`config.mk`:
```
export PLATFORM = sky130hd
export DESIGN_NAME = chunk_serial_adder
export DESIGN_NICKNAME = d
export VERILOG_FILES = /design/src/rtl/chunk_serial_adder.sv
export SDC_FILE = /design/constraint.sdc
export NUM_CORES = 1
export LEC_CHECK = 0
export CAP_MARGIN = 20
export CORE_MARGIN = 8
export CORE_UTILIZATION = 50
export DETAILED_ROUTE_END_ITERATION = 10
export PLACE_DENSITY = 0.77
export REMOVE_ABC_BUFFERS = 1
export SLEW_MARGIN = 20
export SYNTH_ARGS = -nofsm -noshare
export SYNTH_HDL_FRONTEND = slang
export SYNTH_SLANG_ARGS = --single-unit
```
`constraint.sdc`:
```
create_clock -name clk -period 2.7 [get_ports clk]
set_input_delay 0.54 -clock clk [delete_from_list [all_inputs] [get_ports clk]]
set_output_delay 0.54 -clock clk [all_outputs]
set_load 0.02 [all_outputs]
```
`src/rtl/chunk_serial_adder.sv`:
```
// chunk_serial_adder: N-bit add/subtract computed W bits per clock through a
// single W-bit adder slice with a registered carry. A start/busy/done
// handshake frames each operation; S and ovf hold the last completed result.
module chunk_serial_adder #(
    parameter int N = 8,
    parameter int W = 2
) (
    input  logic         clk,
    input  logic         rst_n,
    input  logic         start,
    input  logic         op,
    input  logic [N-1:0] A,
    input  logic [N-1:0] B,
    output logic         busy,
    output logic         done,
    output logic [N:0]   S,
    output logic         ovf
);

    localparam int C     = N / W;
    localparam int CNT_W = (C > 1) ? $clog2(C) : 1;

    typedef enum logic {
        IDLE = 1'b0,
        RUN  = 1'b1
    } state_t;

    state_t             state_q, state_d;
    logic [N-1:0]       opa_q, opa_d;
    logic [N-1:0]       opb_q, opb_d;
    logic [N-1:0]       res_q, res_d;
    logic               carry_q, carry_d;
    logic [CNT_W-1:0]   cnt_q, cnt_d;
    logic               busy_q, busy_d;
    logic               done_q, done_d;
    logic               ovf_q, ovf_d;
    logic [N:0]         s_q, s_d;

    logic [W:0]         chunk_sum;
    logic [N-1:0]       res_shift;
    logic               msb_cin;
    logic               last_chunk;

    // Adder slice on the low chunk, plus the result register with the new chunk entering at the MSB side.
    always_comb begin
        chunk_sum  = {1'b0, opa_q[W-1:0]} + {1'b0, opb_q[W-1:0]} + (W+1)'(carry_q);
        res_shift  = (res_q >> W) | (N'(chunk_sum[W-1:0]) << (N - W));
        // Carry into the chunk MSB recovered from its sum bit; on the last chunk this is the carry into bit N-1.
        msb_cin    = chunk_sum[W-1] ^ opa_q[W-1] ^ opb_q[W-1];
        last_chunk = (cnt_q == CNT_W'(C - 1));
    end

    // Next-state and datapath updates; every register holds unless the FSM says otherwise.
    always_comb begin
        state_d = state_q;
        opa_d   = opa_q;
        opb_d   = opb_q;
        res_d   = res_q;
        carry_d = carry_q;
        cnt_d   = cnt_q;
        busy_d  = busy_q;
        done_d  = 1'b0;
        ovf_d   = ovf_q;
        s_d     = s_q;
        case (state_q)
            IDLE: begin
                if (start) begin
                    // Subtraction folds into addition: invert B and inject the +1 as the initial carry.
                    opa_d   = A;
                    opb_d   = B ^ {N{op}};
                    carry_d = op;
                    cnt_d   = '0;
                    res_d   = '0;
                    busy_d  = 1'b1;
                    state_d = RUN;
                end
            end
            RUN: begin
                opa_d   = opa_q >> W;
                opb_d   = opb_q >> W;
                carry_d = chunk_sum[W];
                res_d   = res_shift;
                cnt_d   = cnt_q + 1'b1;
                if (last_chunk) begin
                    s_d     = {chunk_sum[W], res_shift};
                    ovf_d   = msb_cin ^ chunk_sum[W];
                    done_d  = 1'b1;
                    busy_d  = 1'b0;
                    state_d = IDLE;
                end
            end
            default: begin
                state_d = IDLE;
                busy_d  = 1'b0;
            end
        endcase
    end

    // State, operand, result and handshake registers; async reset clears everything.
    always_ff @(posedge clk or negedge rst_n) begin
        if (!rst_n) begin
            state_q <= IDLE;
            opa_q   <= '0;
            opb_q   <= '0;
            res_q   <= '0;
            carry_q <= 1'b0;
            cnt_q   <= '0;
            busy_q  <= 1'b0;
            done_q  <= 1'b0;
            ovf_q   <= 1'b0;
            s_q     <= '0;
        end else begin
            state_q <= state_d;
            opa_q   <= opa_d;
            opb_q   <= opb_d;
            res_q   <= res_d;
            carry_q <= carry_d;
            cnt_q   <= cnt_d;
            busy_q  <= busy_d;
            done_q  <= done_d;
            ovf_q   <= ovf_d;
            s_q     <= s_d;
        end
    end

    assign busy = busy_q;
    assign done = done_q;
    assign S    = s_q;
    assign ovf  = ovf_q;

endmodule

```
==> reports/metrics.csv <==
stage;metric;value;unit
outcome;outcome;finished clean;
clock_network;TritonCTS buffer count;5;
floorplanning;Chip Width;75.1;um
drt;DRT Pass-1 Iters;4;
critical_path;reg-to-reg startpoint;opa_q[0]$_DFFE_PN0P_;
power;Pwr Total;2.13;mW
synth;Area contributors post-synth;dfrtp_1 55%, mux2i_1 8.6%, mux2_4 6.0%;
synth;Syn Inst Count;143;
critical_path;CP startpoint kind;register;
place;Post-Place Setup Slack;0.789;ns
drt;Via Count;1115;
finish;diodes inserted;0;
synth;Post-Syn Area;0.00174;sq mm
global_route;total track usage;0.118;
synth;syn avg cell area;12.2;sq um
global_route;initial antenna violation count;0;
synth;largest area contributor in the netlist;dfrtp_1;
critical_path;kind of end point of the critical path;register;
timing;Final Setup Violations;0;
synth;post-synthesis sequential area ratio;0.545;
floorplanning;core area;0.00334;sq mm
synth;Distinct cells, synth;22;
timing;clk_skew;0.0102;ns
drt;WL final;2960;um
timing;Max-slew headroom;0.447;
floorplanning;row count;21;
finish;final core utilization;0.630;
timing;crit path time final;1.91;ns
place;Cells after DPL;212;
critical_path;Crit Path Max Fanout;3;
critical_path;crit path DAT;2.13;ns
drt;Post-DRT Antenna Nets;0;
place;# port buffers;31;
global_route;Remaining Overflow, GRT;0;
finish;fin nets;196;
flow_run;number of max-cap violations;0;
global_route;vias in the first global route;1115;
timing;final hold slack;0.294;ns
finish;design area;0.00210;sq mm
critical_path;crit path from;opa_q[0]$_DFFE_PN0P_;
timing;part of the cycle the worst path needs;0.709;
synth;Yosys top cell area share;0.545;
clock_network;clock sink count;38;
clock_network;Root Driver;clkbuf_4;
power;leakage power;0.987;nW
timing;endpoints failing hold;0;
power;pwr dens;1020;mW/mm^2
timing;setup TNS;0;ns
clock_network;Clock Path Buffers;2;
floorplanning;Starting Density;0.523;
clock_network;Worst-Skew Late Latency;0.34;ns
critical_path;WS Path Type;reg2reg;
global_route;first-pass GRT wire length;5040;um
finish;post-route insts no fill;220;
timing;RSZ-0062 raised after global routing;false;
drt;Vias/cell;5.07;
clock_network;Clock transition at path regs;0.11;ns
place;Placer Congestion;0.720;
clock_network;post-CTS setup buffers;0;
clock_network;H-Tree Depth;2;
global_route;largest net degree at the start of global routing;39;
place;DPL Wire Length;2130;um
timing;setup ws final;0.786;ns
timing;Slew @ Worst Pin;0.829;ns
synth;FF+latch count, synth;38;
finish;layout overhead on the synthesized area;20.5;%
power;Worst VDD drop;0.414;mV
floorplanning;die area;0.00563;sq mm
critical_path;Required @ worst endpoint;2.92;ns
drt;1st-iter DRT viols;52;
finish;share of layout cells above drive strength 1;0.121;
timing;count of final max-slew check failures;0;
hold_path;Hold WC Path Type;in2async;
drt;WL/cell;13.4;um
clock_network;CTS tree;done;
synth;synth warn;0;
floorplanning;Die Span Y;75.1;um
timing;f_max;522;MHz
clock_network;Hold-fix buffers, CTS;0;
place;area post-placement;0.00204;sq mm
clock_network;quantity of gates resized following cts;0;
floorplanning;I/O Pins;32;
drt;DRC violations left;0;
## where the power goes
group / internal (mW) / switching [mW]
Clock: 0.126 / 0.181
Combinational: 0.474 / 0.392
Sequential: 0.794 / 0.169
## cell type report
type,instances,area [sq um]
timing repair buffer,33,320
clock buffer,7,55.1
tap,46,57.6
inverter,2,7.51
multi-input combinational,93,706
clock inverter,1,5.00
sequential,38,951
fill,282,1230
## worst max-delay path: stages, from the launching register on
cell and delay [ns]:
dfrtp_1 0.42, fa_1 0.44, fa_1 0.49, xnor2_1 0.22, xnor2_1 0.14, o21ai_0 0.09
## Yosys cell counts
| master | n |
|---|---|
| inv_1 | 2 |
| clkbuf_1 | 1 |
| mux2i_1 | 15 |
| mux2_2 | 3 |
| buf_2 | 1 |
| dfrtp_1 | 38 |
| buf_6 | 1 |
| nand2_1 | 18 |
| nand2b_1 | 4 |
| buf_4 | 6 |
| fa_1 | 2 |
| a211oi_1 | 2 |
| ha_1 | 1 |
| xor2_1 | 6 |
| xnor2_1 | 5 |
| nor2_1 | 7 |
| o21ai_0 | 18 |
| buf_8 | 1 |
| nand2_4 | 1 |
| o22ai_1 | 1 |
| a22o_1 | 3 |
| mux2_4 | 7 |
## logic make-up after synthesis
| family | share of synthesized area |
|---|---|
| mux | 0.166 |
| buf+inv | 0.0502 |
| simple gates | 0.0746 |
| xor+xnor | 0.0552 |
| compound gates | 0.0789 |
| fa+ha+maj | 0.0301 |
| flops | 0.545 |
## state kept, by name, summed over array words and instances, names as in the netlist
register  flops
S             9
busy          1
carry_q       1
cnt_q         2
done          1
opa_q         8
opb_q         8
ovf           1
res_q         6
state_q       1
## layout by cell type, fill, tap and decap left out, types with 5 or more instances in the layout
master           Yosys  routed
dfrtp_1             38      38
clkdlybuf4s50_1      0      30
nand2_1             18      18
o21ai_0             18      18
mux2i_1             15      15
nor2_1               7       7
mux2_4               7       7
xor2_1               6       6
xnor2_1              5       5
clkbuf_4             0       5
## layer usage
layer,GRT usage,vias up,wire (um)
met2,0.180,36,1330
li1,-,535,-
met5,0,-,0
met1,0.147,537,1400
met4,0.0587,0,53
met3,0.0346,7,179
## worst paths after layout
| path | slack, ns | depth (start not counted) | end |
|---|---|---|---|
| setup / recovery | 0.79 | 5 | ovf$_DFFE_PN0P_ |
| hold / removal | 0.29 | 1 | S[3]$_DFFE_PN0P_ |
| setup reg to reg | 0.79 | 5 | ovf$_DFFE_PN0P_ |
| hold reg to reg | 0.48 | 2 | opa_q[1]$_DFFE_PN0P_ |
| max in group asynchronous | 1.89 | 1 | opa_q[4]$_DFFE_PN0P_ |
| min in group clk | 0.48 | 2 | opa_q[1]$_DFFE_PN0P_ |
Note: power is estimated with default switching activity, not from simulation.
